## config.mk

```make
export PLATFORM = sky130hd
export DESIGN_NAME = regfile_mp_flat
export DESIGN_NICKNAME = d
export VERILOG_FILES = /design/src/rtl/regfile_mp_pkg.sv /design/src/rtl/regfile_mp_if.sv /design/src/rtl/regfile_bypass.sv /design/src/rtl/regfile_mp.sv /design/src/flat_wrapper.sv
export SDC_FILE = /design/constraint.sdc
export NUM_CORES = 2
export LEC_CHECK = 0
export CORE_MARGIN = 2
export CORE_UTILIZATION = 55
export DETAILED_ROUTE_END_ITERATION = 16
export HOLD_SLACK_MARGIN = 0.06
export PLACE_DENSITY_LB_ADDON = 0.1
export SLEW_MARGIN = 20
export SYNTH_ARGS = -nofsm -noshare
export SYNTH_HDL_FRONTEND = slang
export SYNTH_SLANG_ARGS = --single-unit
```

## constraint.sdc

```tcl
create_clock -name CLK -period 4.6 [get_ports CLK]
set_input_delay 0.92 -clock CLK [delete_from_list [all_inputs] [get_ports CLK]]
set_output_delay 0.92 -clock CLK [all_outputs]
set_load 0.01 [all_outputs]
```

## src/rtl/regfile_mp_pkg.sv

```systemverilog
// regfile_mp_pkg
// Shared definitions for the multi-port register file: the sweep/idle FSM
// state encoding and the entry-count derivation from the address width.
package regfile_mp_pkg;

    typedef enum logic {
        ST_CLEAR = 1'b0,
        ST_IDLE  = 1'b1
    } state_t;

    // Number of entries addressed by an awl-bit address.
    function automatic int depth_of(input int awl);
        return 1 << awl;
    endfunction

endpackage

```

## src/rtl/regfile_mp_if.sv

```systemverilog
// regfile_mp_if
// Bus bundle between the datapath and the register file.
//   RFWE/RFWA/RFWD : NW write ports (enable, packed addresses, packed data)
//   RFR/RFRD       : NR read ports (packed addresses in, packed data out)
//   RFBUSY         : busy bit of each read address
//   ISSE/ISSA      : issue strobe and destination register
//   CLR            : request a clear sweep
//   RDY            : file idle and usable
// The master drives addresses/data/requests; the slave is the register file.
interface regfile_mp_if #(
    parameter int AWL = 5,
    parameter int DWL = 32,
    parameter int NR  = 2,
    parameter int NW  = 2
);
    logic [NW-1:0]     RFWE;
    logic [NW*AWL-1:0] RFWA;
    logic [NW*DWL-1:0] RFWD;
    logic [NR*AWL-1:0] RFR;
    logic [NR*DWL-1:0] RFRD;
    logic [NR-1:0]     RFBUSY;
    logic              ISSE;
    logic [AWL-1:0]    ISSA;
    logic              CLR;
    logic              RDY;

    modport master (
        output RFWE, RFWA, RFWD, RFR, ISSE, ISSA, CLR,
        input  RFRD, RFBUSY, RDY
    );

    modport slave (
        input  RFWE, RFWA, RFWD, RFR, ISSE, ISSA, CLR,
        output RFRD, RFBUSY, RDY
    );
endinterface

```

## src/rtl/regfile_bypass.sv

```systemverilog
// regfile_bypass
// Combinational read-port mux for one read port.
//   ra         : read address
//   we/wa/wd   : all write ports (enable, packed addresses, packed data)
//   array_data : stored value of entry ra
//   rd         : selected read data
// With WRITE_FIRST the highest-index enabled write port matching ra wins over
// the stored value. With ZERO_REG address 0 always returns zero, no bypass.
module regfile_bypass #(
    parameter int AWL         = 5,
    parameter int DWL         = 32,
    parameter int NW          = 2,
    parameter int WRITE_FIRST = 1,
    parameter int ZERO_REG    = 1
) (
    input  logic [AWL-1:0]    ra,
    input  logic [NW-1:0]     we,
    input  logic [NW*AWL-1:0] wa,
    input  logic [NW*DWL-1:0] wd,
    input  logic [DWL-1:0]    array_data,
    output logic [DWL-1:0]    rd
);

    always_comb begin
        rd = array_data;
        if (WRITE_FIRST != 0) begin
            // Ascending scan: later (higher-index) matches overwrite earlier ones.
            for (int p = 0; p < NW; p++) begin
                if (we[p] && (wa[p*AWL +: AWL] == ra)) begin
                    rd = wd[p*DWL +: DWL];
                end
            end
        end
        if ((ZERO_REG != 0) && (ra == '0)) begin
            rd = '0;
        end
    end

endmodule

```

## src/rtl/regfile_mp.sv

```systemverilog
// regfile_mp
// Parametrised NR-read / NW-write register file with write-first or
// read-first bypass, optional hardwired zero register, per-register busy
// scoreboard and a sequential clear sweep (after reset or on CLR).
//   CLK : clock, rising edge
//   RST : asynchronous active-high reset (FSM, sweep counter, busy bits)
//   bus : regfile_mp_if slave modport (write/read ports, issue, CLR, RDY)
module regfile_mp
    import regfile_mp_pkg::*;
#(
    parameter int AWL         = 5,
    parameter int DWL         = 32,
    parameter int NR          = 2,
    parameter int NW          = 2,
    parameter int WRITE_FIRST = 1,
    parameter int ZERO_REG    = 1
) (
    input  logic         CLK,
    input  logic         RST,
    regfile_mp_if.slave  bus
);

    localparam int DEPTH = depth_of(AWL);

    state_t             state_q, state_d;
    logic [AWL-1:0]     cnt_q, cnt_d;
    logic [DEPTH-1:0]   busy_q, busy_d;
    logic [DWL-1:0]     mem_q [DEPTH];
    logic [DWL-1:0]     mem_d [DEPTH];
    logic               idle;
    logic               sweep;

    // State register: control state is reset asynchronously.
    always_ff @(posedge CLK or posedge RST) begin
        if (RST) begin
            state_q <= ST_CLEAR;
            cnt_q   <= '0;
            busy_q  <= '0;
        end else begin
            state_q <= state_d;
            cnt_q   <= cnt_d;
            busy_q  <= busy_d;
        end
    end

    // Storage has no reset; the sweep zeroes it instead.
    always_ff @(posedge CLK) begin
        mem_q <= mem_d;
    end

    // Next-state logic.
    always_comb begin
        state_d = state_q;
        case (state_q)
            ST_CLEAR: if (cnt_q == AWL'(DEPTH - 1)) state_d = ST_IDLE;
            ST_IDLE:  if (bus.CLR)                  state_d = ST_CLEAR;
            default:  state_d = ST_CLEAR;
        endcase
    end

    // Output decode.
    always_comb begin
        idle  = (state_q == ST_IDLE);
        sweep = (state_q == ST_CLEAR);
    end

    assign bus.RDY = idle;

    // The counter only advances while sweeping; it wraps to 0 on the last
    // entry, so it is already 0 whenever a new sweep starts.
    always_comb begin
        cnt_d = sweep ? cnt_q + AWL'(1) : '0;
    end

    // Array update: sweep zeroes one entry per cycle; otherwise the enabled
    // write ports land, ascending so the highest-index port wins.
    always_comb begin
        for (int e = 0; e < DEPTH; e++) begin
            mem_d[e] = mem_q[e];
            if (sweep) begin
                if (cnt_q == AWL'(e)) mem_d[e] = '0;
            end else begin
                for (int p = 0; p < NW; p++) begin
                    if (bus.RFWE[p] && (bus.RFWA[p*AWL +: AWL] == AWL'(e)) &&
                        !((ZERO_REG != 0) && (e == 0))) begin
                        mem_d[e] = bus.RFWD[p*DWL +: DWL];
                    end
                end
            end
        end
    end

    // Busy scoreboard: writes clear, issue sets afterwards so set wins on a
    // same-address collision. Starting or running a sweep clears everything.
    always_comb begin
        busy_d = busy_q;
        if (sweep || bus.CLR) begin
            busy_d = '0;
        end else begin
            for (int p = 0; p < NW; p++) begin
                if (bus.RFWE[p]) busy_d[bus.RFWA[p*AWL +: AWL]] = 1'b0;
            end
            if (bus.ISSE && !((ZERO_REG != 0) && (bus.ISSA == '0))) begin
                busy_d[bus.ISSA] = 1'b1;
            end
        end
    end

    // Read ports. The bypass sees the raw write ports; during the sweep all
    // read data and busy bits are forced to zero.
    for (genvar gi = 0; gi < NR; gi++) begin : g_rd
        logic [AWL-1:0] ra;
        logic [DWL-1:0] rd;

        assign ra = bus.RFR[gi*AWL +: AWL];

        regfile_bypass #(
            .AWL         (AWL),
            .DWL         (DWL),
            .NW          (NW),
            .WRITE_FIRST (WRITE_FIRST),
            .ZERO_REG    (ZERO_REG)
        ) u_bypass (
            .ra          (ra),
            .we          (bus.RFWE),
            .wa          (bus.RFWA),
            .wd          (bus.RFWD),
            .array_data  (mem_q[ra]),
            .rd          (rd)
        );

        assign bus.RFRD[gi*DWL +: DWL] = idle ? rd : '0;
        assign bus.RFBUSY[gi]          = idle & busy_q[ra];
    end

endmodule
```

## src/flat_wrapper.sv

```systemverilog
// flat-port wrapper written by rule: the top's interface ports become plain ports
module regfile_mp_flat import regfile_mp_pkg::*;
#(
    parameter int AWL         = 5,
    parameter int DWL         = 32,
    parameter int NR          = 2,
    parameter int NW          = 2,
    parameter int WRITE_FIRST = 1,
    parameter int ZERO_REG    = 1
)
  (CLK, RST, bus_RFWE, bus_RFWA, bus_RFWD, bus_RFR, bus_ISSE, bus_ISSA, bus_CLR, bus_RFRD, bus_RFBUSY, bus_RDY);
  regfile_mp_if #(.AWL(AWL), .DWL(DWL), .NR(NR), .NW(NW)) bus_i ();
  input  logic CLK;
  input  logic RST;
  input wire logic [$bits(bus_i.RFWE)-1:0] bus_RFWE;
  input wire logic [$bits(bus_i.RFWA)-1:0] bus_RFWA;
  input wire logic [$bits(bus_i.RFWD)-1:0] bus_RFWD;
  input wire logic [$bits(bus_i.RFR)-1:0] bus_RFR;
  input wire logic [$bits(bus_i.ISSE)-1:0] bus_ISSE;
  input wire logic [$bits(bus_i.ISSA)-1:0] bus_ISSA;
  input wire logic [$bits(bus_i.CLR)-1:0] bus_CLR;
  output wire logic [$bits(bus_i.RFRD)-1:0] bus_RFRD;
  output wire logic [$bits(bus_i.RFBUSY)-1:0] bus_RFBUSY;
  output wire logic [$bits(bus_i.RDY)-1:0] bus_RDY;
  assign bus_i.RFWE = bus_RFWE;
  assign bus_i.RFWA = bus_RFWA;
  assign bus_i.RFWD = bus_RFWD;
  assign bus_i.RFR = bus_RFR;
  assign bus_i.ISSE = bus_ISSE;
  assign bus_i.ISSA = bus_ISSA;
  assign bus_i.CLR = bus_CLR;
  assign bus_RFRD = bus_i.RFRD;
  assign bus_RFBUSY = bus_i.RFBUSY;
  assign bus_RDY = bus_i.RDY;
  regfile_mp #(.AWL(AWL), .DWL(DWL), .NR(NR), .NW(NW), .WRITE_FIRST(WRITE_FIRST), .ZERO_REG(ZERO_REG)) u_core (.CLK(CLK), .RST(RST), .bus(bus_i));
endmodule
```

==> flow_summary.yaml <==
clock_network:
  cts-buffers-inserted: 113
  ctsRootBufferMaster: "clkbuf_16"
  cts_buffer_depth: 3
  htreeDepth: 3
  cts_hold_buf: 0
  cts_tree: "yes"
  clock-sinks: 1030
  clk-insertion-delay-late_ns: 0.78
  clk_pin_slew_ns: 0.06
power_and_ir_drop:
  power_density_nw_per_um2: 377
  p_leak_nw: 26.7
  ir_drop_v: 0.000442
synthesis:
  synth_top_cell_area_share: 0.454
  ys_seq_elements: 1030
  synth_enable_flop_cells: 992
  synth.area.top_cells: "edfxtp_1 (45%), mux4_2 (15%), nand2_1 (12%)"
  yosys_most_used_dff: "edfxtp_1"
  netlist_area_um2: 65600
  synth_top_area_cell: "edfxtp_1"
  ys_warn_count: 0
  synth.net_count: 6632
  synth-async-reset-ratio: 0.0369
  synth.avg_cell_area_um2: 10.0
  ys_seq_area_frac: 0.469
  ys_types: 52
  syn_inst: 6531
route:
  drc_errors: 0
  ant_nets: 0
  routed-via-count: 60500
  dr.pass1.iters: 7
  wire_per_inst_um: 35.5
  drt_iter0_drc: 11300
  routed_via_density: 7.42
  routed_wirelength_um: 290000
sta:
  fmax_ghz: 0.218
  hold_viol_final: 0
  worst_pin_slew_ns: 1.16
  period_share: 0.998
  tns_ns: 0
  rsz0062_at_grt: "yes"
  skew_ns: 0.0262
  slew_violations: 0
  finalCriticalPeriod_ns: 4.59
  max_slew_margin: 0.222
  setup_violations: 0
setup_path:
  arrival_ns: 3.67
  required_ns: 3.68
  crit_path_end_kind: "primary output"
  critPathLaunchType: "input pin"
  path_class: "in -> out"
  cp_max_fo: 18
  cp-startpoint: "bus_RFR[0]"
  rr_startpoint: "u_core.bus.RDY"
cells_and_area:
  drive_above_1_share: 0.215
  utilization: 0.638
  syn_to_final_growth_pct: 15.0
  final_nets: 6618
  regArea_um2: 30700
  fillers: 9171
  multiInputGateArea_um2: 32200
floorplan:
  start_util: 0.555
  die_h_um: 349
  die_w_um: 349
  core_area_um2: 118000
  num_rows: 126
  die-area_um2: 122000
  io_pins: 162
placed_design:
  gp_congestion: 0.982
  hpwl_um: 172000
  io_buffers: 161
global_route:
  grt_overflow: 0
  grt_pass1_wl_um: 408000
  grt_usage: 0.468
  first_global_vias: 57600
  grt_max_degree: 182
  antenna_found_initial: 11
min_path:
  hp-class: "reg -> reg"
  worstHoldStart: "u_core.cnt_q[0]"
run_status:
  outcome: "completed"
run:
  cap_violations: 0
cell usage after synthesis, types with 4 or more instances:
cell type and n:
a21boi_0 11, clkbuf_1 516, o21ai_1 12, a31oi_1 12, buf_6 13, o22ai_1 50, a21oi_1 1067, or3_1 4
o32ai_1 30, o21ai_0 71, edfxtp_1 992, buf_4 38, nor4_1 4, mux4_2 442, nand2b_1 15, buf_1 141
nand3_1 39, nand4_1 4, nor2_1 105, buf_2 85, mux2i_1 95, a221oi_2 6, a211oi_1 40, a22o_1 13
xor2_1 13, and3_1 11, a211o_1 7, xnor2_1 9, inv_1 16, dfrtp_1 38, o2111ai_1 10, mux2_1 16
nand3b_1 9, a22oi_1 81, a32o_1 4, ha_1 6, clkbuf_2 17, nand2_1 2090, nor2b_1 74, nor3_1 61
and2_1 6, mux2_2 166, o211ai_1 8, a221oi_1 70
metal layers:
layer	GRT usage	share of wire
met1	0.591	0.32
met2	0.663	0.42
met3	0.182	0.18
met4	0.319	0.083
met5	0	0.00042
worst max-delay path, cell delays in order:
cell and delay (ns):
buf_8 0.28, buf_16 0.24, buf_4 0.17, mux4_2 0.49, mux2_2 0.28, a211oi_1 0.52, o32ai_1 0.17, clkdlybuf4s50_1 0.52
timing repair:
action,CTS,global route
setup endpoints to repair,48,56
pin swaps,2,5
setup buffers,3,6
gates resized for setup,14,59
gates cloned,0,2
layout make-up:
type                            count  area share
Tap cell                         1536      0.0255
Inverter                           17    0.000946
Multi-Input combinational cell   4672       0.427
Sequential cell                  1030       0.408
Clock inverter                     69     0.00767
Antenna cell                       10    0.000332
Clock buffer                      136      0.0392
Timing Repair Buffer              683      0.0915
report_power, final:
part           switching [mW]  leakage (nW)  total (mW)  internal [mW]
Combinational            4.61          15.3        7.11           2.50
Clock                    4.06          1.73        9.10           5.04
Sequential              0.517          9.75        12.2           11.7
layout by cell type (no fill, tap or decap), types with 13 or more instances in the layout:
master and instances:
a211oi_1 37, a21oi_1 1062, a221oi_1 65, a22o_1 13
a22oi_1 81, buf_12 95, buf_4 411, clkbuf_1 21
clkbuf_16 117, clkdlybuf4s50_1 141, clkinv_1 33, clkinv_2 19
dfrtp_1 38, edfxtp_1 992, inv_1 14, mux2_1 16
mux2_2 166, mux2i_1 95, mux4_2 442, nand2_1 2077
nand2_2 13, nand2b_1 14, nand3_1 31, nor2_1 79
nor2_4 24, nor2b_1 70, nor3_1 51, o21ai_0 51
o21ai_4 21, o22ai_1 44, o32ai_1 26
cell families after synthesis:
kind of cell             synth area share
AO/OA/AOI/OAI                       0.130
XOR/XNOR                          0.00294
AND/OR/NAND/NOR                     0.146
multiplexers                        0.198
buffers and inverters              0.0536
flip-flops                          0.469
adder cells (fa/ha/maj)           0.00114
flip-flops by register name, summed over array words and instances, names as in the netlist:
| register | flops |
|---|---|
| u_core.bus.RDY | 1 |
| u_core.busy_q | 32 |
| u_core.cnt_q | 5 |
| u_core.mem_q | 992 |
final timing paths:
kind	endpoint	slack, ns	cells past startpoint
worst min-delay path	u_core.cnt_q[0]	0.52	1
min in group asynchronous	u_core.busy_q[9]	0.61	3
max in group asynchronous	u_core.busy_q[16]	3.61	3
worst min register to register	u_core.cnt_q[0]	0.52	1
worst max-delay path	bus_RFRD[5]	0.008	8
worst max register to register	u_core.mem_q[617]	1.37	6
stage by stage:
stage | std cells | hold WS (ns) | setup WS, ns | area (um2) | power (mW)
2_1_floorplan | 6531 | 0.469 | 0.0237 | 65600 | 16.1
3_3_place_gp | 7928 | 0.496 | -0.644 | 71400 | 18.9
3_5_place_dp | 7928 | 0.505 | -0.264 | 71400 | 19.1
4_1_cts | 8135 | 0.513 | 0.00698 | 75000 | 27.9
5_1_grt | 8143 | 0.552 | -0.00986 | 75400 | 28.9
6_report | 8153 | 0.520 | 0.00837 | 75400 | 28.4
No activity file was read; power rests on OpenSTA's default activity.
